$ cat src/rtl/spi_ram_cmd_if.sv
// Frame/response bundle between the SPI slave and the RAM command engine.
interface spi_ram_cmd_if;
   logic [9:0] din;
   logic       rx_valid;
   logic [7:0] dout;
   logic       tx_valid;
   logic       cmd_err;

   // SPI slave side: supplies frames, consumes read data
   modport master (
      output din,
      output rx_valid,
      input  dout,
      input  tx_valid,
      input  cmd_err
   );

   // Command engine side
   modport slave (
      input  din,
      input  rx_valid,
      output dout,
      output tx_valid,
      output cmd_err
   );
endinterface

$ cat src/rtl/spi_ram_cmd_engine.sv
// Decodes 10-bit SPI frames into address/data operations on a small single-port
// RAM; read data and error pulses go back to the SPI slave one cycle after accept.
module spi_ram_cmd_engine #(
   parameter int unsigned MEM_DEPTH = 256,
   parameter int unsigned ADDR_SIZE = 8,
   parameter bit          AUTO_INC  = 1'b0
) (
   input logic          clk,
   input logic          rst,
   spi_ram_cmd_if.slave bus_io
);

   // One extra bit so MEM_DEPTH == 2**ADDR_SIZE is representable in range checks
   localparam int unsigned          CmpW   = ADDR_SIZE + 1;
   localparam logic [CmpW-1:0]      DepthC = CmpW'(MEM_DEPTH);
   localparam logic [CmpW-1:0]      LastC  = CmpW'(MEM_DEPTH - 1);

   typedef enum logic [1:0] {
      OpWrAddr = 2'b00,
      OpWrData = 2'b01,
      OpRdAddr = 2'b10,
      OpRdData = 2'b11
   } op_e;

   typedef enum logic {
      StNoAddr = 1'b0,
      StAddrOk = 1'b1
   } addr_st_e;

   logic [7:0]           mem_q [MEM_DEPTH];

   logic                 rx_q;
   logic [ADDR_SIZE-1:0] wr_addr_q, rd_addr_q;
   addr_st_e             wr_st_q, rd_st_q;
   logic [7:0]           dout_q;
   logic                 tx_valid_q, cmd_err_q;

   logic                 accept;
   op_e                  op;
   logic [ADDR_SIZE-1:0] frame_addr;
   logic                 wr_in_range, rd_in_range;
   logic                 wr_ok;
   logic [ADDR_SIZE-1:0] wr_addr_inc, rd_addr_inc;
   logic                 mem_we;

   // Frame decode, range checks and wrapped address increments
   always_comb begin
      accept      = bus_io.rx_valid & ~rx_q;
      op          = op_e'(bus_io.din[9:8]);
      frame_addr  = bus_io.din[ADDR_SIZE-1:0];
      wr_in_range = ({1'b0, wr_addr_q} < DepthC);
      rd_in_range = ({1'b0, rd_addr_q} < DepthC);
      wr_ok       = (wr_st_q == StAddrOk) & wr_in_range;
      wr_addr_inc = ({1'b0, wr_addr_q} == LastC) ? '0 : wr_addr_q + 1'b1;
      rd_addr_inc = ({1'b0, rd_addr_q} == LastC) ? '0 : rd_addr_q + 1'b1;
      mem_we      = accept & (op == OpWrData) & wr_ok;
   end

   // Memory write port; contents deliberately survive reset
   always_ff @(posedge clk) begin
      if (mem_we) begin
         mem_q[wr_addr_q] <= bus_io.din[7:0];
      end
   end

   // Command FSM: per-direction address state plus registered response pulses
   always_ff @(posedge clk or posedge rst) begin
      if (rst) begin
         rx_q       <= 1'b0;
         wr_addr_q  <= '0;
         rd_addr_q  <= '0;
         wr_st_q    <= StNoAddr;
         rd_st_q    <= StNoAddr;
         dout_q     <= 8'h00;
         tx_valid_q <= 1'b0;
         cmd_err_q  <= 1'b0;
      end else begin
         rx_q       <= bus_io.rx_valid;
         tx_valid_q <= 1'b0;
         cmd_err_q  <= 1'b0;
         if (accept) begin
            unique case (op)
               OpWrAddr: begin
                  wr_addr_q <= frame_addr;
                  wr_st_q   <= StAddrOk;
               end
               OpWrData: begin
                  if (wr_ok) begin
                     if (AUTO_INC) wr_addr_q <= wr_addr_inc;
                  end else begin
                     cmd_err_q <= 1'b1;
                  end
               end
               OpRdAddr: begin
                  rd_addr_q <= frame_addr;
                  rd_st_q   <= StAddrOk;
               end
               OpRdData: begin
                  if (rd_st_q == StAddrOk) begin
                     tx_valid_q <= 1'b1;
                     if (rd_in_range) begin
                        dout_q <= mem_q[rd_addr_q];
                     end else begin
                        dout_q    <= 8'h00;
                        cmd_err_q <= 1'b1;
                     end
                     // Without auto-increment each read consumes its address
                     if (AUTO_INC) rd_addr_q <= rd_addr_inc;
                     else          rd_st_q   <= StNoAddr;
                  end else begin
                     cmd_err_q <= 1'b1;
                  end
               end
               default: ;
            endcase
         end
      end
   end

   assign bus_io.dout     = dout_q;
   assign bus_io.tx_valid = tx_valid_q;
   assign bus_io.cmd_err  = cmd_err_q;

endmodule

$ cat src/flat_wrapper.sv
// flat-port wrapper written by rule: the top's interface ports become plain ports
module spi_ram_cmd_engine_flat 
#(
   parameter int unsigned MEM_DEPTH = 256,
   parameter int unsigned ADDR_SIZE = 8,
   parameter bit          AUTO_INC  = 1'b0
)
  (clk, rst, bus_io_din, bus_io_rx_valid, bus_io_dout, bus_io_tx_valid, bus_io_cmd_err);
  spi_ram_cmd_if bus_io_i ();
  input logic clk;
  input logic rst;
  input wire logic [$bits(bus_io_i.din)-1:0] bus_io_din;
  input wire logic [$bits(bus_io_i.rx_valid)-1:0] bus_io_rx_valid;
  output wire logic [$bits(bus_io_i.dout)-1:0] bus_io_dout;
  output wire logic [$bits(bus_io_i.tx_valid)-1:0] bus_io_tx_valid;
  output wire logic [$bits(bus_io_i.cmd_err)-1:0] bus_io_cmd_err;
  assign bus_io_i.din = bus_io_din;
  assign bus_io_i.rx_valid = bus_io_rx_valid;
  assign bus_io_dout = bus_io_i.dout;
  assign bus_io_tx_valid = bus_io_i.tx_valid;
  assign bus_io_cmd_err = bus_io_i.cmd_err;
  spi_ram_cmd_engine #(.MEM_DEPTH(MEM_DEPTH), .ADDR_SIZE(ADDR_SIZE), .AUTO_INC(AUTO_INC)) u_core (.clk(clk), .rst(rst), .bus_io(bus_io_i));
endmodule
$ cat config.mk
export PLATFORM = sky130hd
export DESIGN_NAME = spi_ram_cmd_engine_flat
export DESIGN_NICKNAME = d
export VERILOG_FILES = /design/src/rtl/spi_ram_cmd_if.sv /design/src/rtl/spi_ram_cmd_engine.sv /design/src/flat_wrapper.sv
export SDC_FILE = /design/constraint.sdc
export NUM_CORES = 2
export LEC_CHECK = 0
export ABC_AREA = 1
export BUFFER_PORTS_ARGS = -buffer_cell sky130_fd_sc_hd__buf_2
export CAP_MARGIN = 25
export CORE_UTILIZATION = 45
export DETAILED_ROUTE_END_ITERATION = 10
export GPL_ROUTABILITY_DRIVEN = 0
export PLACE_DENSITY_LB_ADDON = 0.25
export SLEW_MARGIN = 20
export SYNTH_ARGS = -nofsm -noshare
export SYNTH_HDL_FRONTEND = slang
export SYNTH_SLANG_ARGS = --single-unit
$ cat constraint.sdc
create_clock -name clk -period 4.6 [get_ports clk]
set_clock_uncertainty 0.2 [all_clocks]
set_input_delay 1.38 -clock clk [delete_from_list [all_inputs] [get_ports clk]]
set_output_delay 1.38 -clock clk [all_outputs]
set_load 0.02 [all_outputs]
# [Word-level counts from Yosys, hierarchy flattened]
# Memory sizes are Yosys's and may differ from the RTL's. A register that Yosys moved wholly into a read port is not among the register bits.
# Cells that the tools add are included.
[classes] eq_ne=3 mux=10 n_bitwise=4 n_reduce_logical=6
[op_table] operator="1-bit 2-to-1 mux" count=8
[op_table] operator="2-bit AND reduction" count=3
[op_table] operator="2-bit equality test, second input constant" count=2
[op_table] operator="1-bit case mux with 2 select lines" count=2
[op_table] operator="1-bit AND" count=3
[op_table] operator="3-bit AND reduction" count=1
[op_table] operator="2-bit by 1-bit equality test with 1-bit output, second input constant" count=1
[op_table] operator="2-bit zero test" count=1
[op_table] operator="2-bit nonzero test" count=1
[op_table] operator="1-bit NOT" count=1
[word_totals] ff_bits=21 mem_bits_rw=2048 output_inout_bits=10 mem_count=1
[mem_list] memory="u_core.mem_q" depth=256 word_bits=8 read_ports=1 rd_clocked_by_memory_dff=1 wr=1 line="spi_ram_cmd_engine.sv:30" rtl="logic [7:0] mem_q [MEM_DEPTH];"

# [Longest topological paths before layout]
[logic_depth] depth_word=6 depth_mapped=15 depth_no_buf=11

# [Worst setup path after synthesis]
# Ideal clock, no wire load.
[synth_timing] kind="input to register" startpoint="input port bus_io_rx_valid" endpoint="memory u_core.mem_q[102][0] (enable)" setup_time_ps=370 t_arrival_ps=2759 t_required_ps=4030 setup_slack_ps=1271 stages=7 n_path_buf=1 cell_sequence="inv_1 > nor2_1 > nand3_1 > nor3_1 > nand2_1 > clkbuf_1 > nor2_1"
[synth_between] elab_chain_len=5
[synth_lines] item="start: declaration" line="flat_wrapper.sv:13" rtl="input wire logic [$bits(bus_io_i.rx_valid)-1:0] bus_io_rx_valid;"
[synth_lines] item="1-bit AND" line="spi_ram_cmd_engine.sv:48" rtl="accept = bus_io.rx_valid & ~rx_q;"
[synth_lines] item="1-bit AND (2 in a row)" line="spi_ram_cmd_engine.sv:56" rtl="mem_we = accept & (op == OpWrData) & wr_ok;"
[synth_lines] item="1-bit 2-to-1 mux" line="spi_ram_cmd_engine.sv:61" rtl="if (mem_we) begin"
[synth_lines] item="1-bit 2-to-1 mux (implied by the code)" line="spi_ram_cmd_engine.sv:62" rtl="mem_q[wr_addr_q] <= bus_io.din[7:0];"
[synth_lines] item="end: declaration" line="spi_ram_cmd_engine.sv:30"
# Every way passes these cells.

==> impl_metrics.env <==
export IMPL_drv_cap=0
export IMPL_post_cts_resized=0
export IMPL_holdWs_ns=0.2846
export IMPL_maxSlewHeadroom_pct=25.15
export IMPL_top_layer="met5"
export IMPL_critical_path_required_ns=5.17
export IMPL_drtIter0Drc=6794
export IMPL_r2r_start="u_core.rd_addr_q[0]"
export IMPL_synth_simple_gate_area_share_pct=22.84
export IMPL_path_max_fanout=138
export IMPL_synth_warnings=0
export IMPL_setup_violations_final=0
export IMPL_rsz0062_at_grt="false"
export IMPL_io_buffers=22
export IMPL_synth_compound_area_share_pct=0.1071
export IMPL_slew_violations=0
export IMPL_h_tree_depth=4
export IMPL_critPathKind="reg -> reg"
export IMPL_synthesis_nets=7061
export IMPL_coreArea_um2=185600
export IMPL_cts_sinks=2077
export IMPL_cp_end_kind="flop"
export IMPL_placed_area_um2=87220
export IMPL_synth_top_family_by_area="simple AND/OR/NAND/NOR gates"
export IMPL_wl_met1_mm=96.73
export IMPL_synth_top_area_share_pct=73.12
export IMPL_ys_ff_latch=2077
export IMPL_via_count=54736
export IMPL_muxShareOfSynthArea_pct=0
export IMPL_synth_distinct_cells=17
export IMPL_first_pass_iters=6
export IMPL_vias_per_cell=5.673
export IMPL_rows=158
export IMPL_seq_area_frac_synth_pct=73.98
export IMPL_drtAntennaViolNets=0
export IMPL_worstHoldPathCells=2
export IMPL_n_antenna_cell=0
export IMPL_reg2reg_slack_ns=1.04
export IMPL_place_hpwl_mm=132.2
export IMPL_ctsLongestPathBuffers=3
export IMPL_synthAdderAreaFrac_pct=0
export IMPL_cp_start_kind="flop"
export IMPL_cts_tree="yes"
export IMPL_dr_wl_met2_mm=104.9
export IMPL_grt_antenna_before_repair=3
export IMPL_cp_arrival_ns=4.12
export IMPL_drc=0
export IMPL_postCtsSetupBuffers=0
export IMPL_areaGrowthSynthToFinish_pct=11.64
export IMPL_yosys_area_top_type="edfxtp_1"
export IMPL_start_util_pct=45.31
export IMPL_synth_area_um2=84110
export IMPL_max_slew_worst_pin_slew_ns=1.120
export IMPL_grt_pass1_vias=52247
export IMPL_cts_hold_fix_buffers=0
export IMPL_die_w_um=434.3
export IMPL_power_density_nw_per_um2=480.0
export IMPL_finalCritPeriodShare_pct=77.34
export IMPL_hold_viol=0
export IMPL_leakage_nw=32.49
export IMPL_min_to="u_core.bus_io.dout[1]"
export IMPL_clkTransAtPathRegs_ns=0.06
export IMPL_grt_overflow=0
export IMPL_numCtsBuffers=205
export IMPL_drive_gt1_share_pct=7.547
export IMPL_r2r_end="u_core.bus_io.dout[5]"
export IMPL_hp_class="reg -> reg"
export IMPL_grt_max_degree=203
export IMPL_grt_pass1_wl_mm=336.4
export IMPL_synthCells=7048
export IMPL_grt_use_total_pct=24.05
export IMPL_status="finished, final reports clean"
export IMPL_root_buffer="clkbuf_16"
export IMPL_die_area_um2=188600
export IMPL_hold_path_startpoint="u_core.bus_io.dout[1]"
export IMPL_routedWlPerCell_um=23.67
export IMPL_max_freq_mhz=281.1
export IMPL_final_area_um2=93900
export IMPL_synth_xor_area_share_pct=0
export IMPL_reg2reg_depth=12
export IMPL_yosys_top_cells_area="edfxtp_1, nand3_1, nand2_1"
export IMPL_finalSetupTns_ns=0
export IMPL_finalWirelength_mm=228.4
export IMPL_die_h_um=434.3
export IMPL_ios=23
export IMPL_routed_wl_met3_mm=18.67
export IMPL_ir_worst_vdd_mv=0.3811
export IMPL_synth_area_per_cell_um2=11.93
export IMPL_fin_crit_ns=3.557
export IMPL_nets=7015
export IMPL_insertion_delay_ns=0.84
[registers in the layout (all words and copies together), names as in the netlist]
signal                  count
u_core.bus_io.cmd_err       1
u_core.bus_io.dout          8
u_core.bus_io.tx_valid      1
u_core.mem_q             2048
u_core.rd_addr_q            8
u_core.rd_st_q              1
u_core.rx_q                 1
u_core.wr_addr_q            8
u_core.wr_ok                1
[cell usage in the layout (no fill, tap or decap), drive strengths merged]
| master | count |
|---|---|
| a21oi | 1 |
| buf | 230 |
| bufinv | 25 |
| clkbuf | 254 |
| clkinv | 79 |
| clkinvlp | 6 |
| dfrtp | 29 |
| edfxtp | 2048 |
| inv | 44 |
| nand2 | 2120 |
| nand3 | 2043 |
| nor2 | 267 |
| nor3 | 5 |
| o21ai | 17 |
[how the worst max path moves through the flow]
stage,start,end,slack (ns),cells after the start
floorplan,bus_io_rx_valid,u_core.mem_q[102][0],1.27,7
global placement,bus_io_rx_valid,u_core.mem_q[16][2],0.53,9
detailed placement,bus_io_rx_valid,u_core.mem_q[3][1],0.50,9
CTS,u_core.rd_addr_q[0],u_core.bus_io.dout[6],1.10,12
global route,u_core.rd_addr_q[0],u_core.bus_io.dout[1],0.91,12
finish,u_core.rd_addr_q[0],u_core.bus_io.dout[5],1.04,12
[worst max-delay path, stage by stage (launching register included)]
cell and delay, ns:
dfrtp_4 0.73, inv_16 0.47, buf_4 0.56, nand2_1 0.09, nand3_1 0.09, nand3_1 0.15, nand3_1 0.17, nand3_1 0.15
nand3_1 0.27, nand3_1 0.18, nand3_1 0.14, nand3_1 0.08, nand2_1 0.07
[power breakdown]
part           switching, mW  total, mW  internal (mW)
clock network           7.09       16.8           9.70
logic                   5.31       7.21           1.91
registers              0.219       21.1           20.9
total                   12.6       45.1           32.5
[cell usage after synthesis]
library cell / number
nor3_1: 4
nand3_1: 2043
inv_2: 2
o21ai_0: 17
buf_2: 250
a21oi_1: 1
edfxtp_1: 2048
inv_4: 1
nor3_2: 1
nand2_1: 2120
buf_1: 53
buf_4: 44
inv_1: 32
nor2_1: 267
dfrtp_1: 29
buf_6: 21
clkbuf_1: 115
[through the flow]
stage / cells / power, mW / worst slack (ns) / util, %
2_1_floorplan: 7048 / 25.93 / 1.271 / -
3_3_place_gp: 9275 / 28.52 / 0.5263 / 46.99
3_5_place_dp: 9275 / 28.58 / 0.4951 / 46.99
4_1_cts: 9648 / 45.16 / 1.099 / 50.59
5_1_grt: 9648 / 46.51 / 0.9061 / 50.59
6_report: 9648 / 45.07 / 1.043 / 50.59
[layout make-up]
cell class | instances | area, um2
Timing Repair Buffer | 230 | 2365
Fill cell | 15919 | 91730
Tap cell | 2480 | 3103
Multi-Input combinational cell | 4453 | 19340
Inverter | 35 | 165.2
Clock inverter | 119 | 1296
Clock buffer | 254 | 5386
Sequential cell | 2077 | 62240
[layer usage]
metal  GRT usage [%]  vias to the layer above
met5               0                        -
met4           8.653                        2
met3           4.116                      410
met2           37.58                     2406
met1           33.94                    26936
li1                -                    24982
[cells by family after synthesis]
family,after synthesis
DFF,2077
AOI/OAI and AO/OA,18
and+or+nand+nor,4435
buffers and inverters,518
Power figures use the tool's default switching activity.
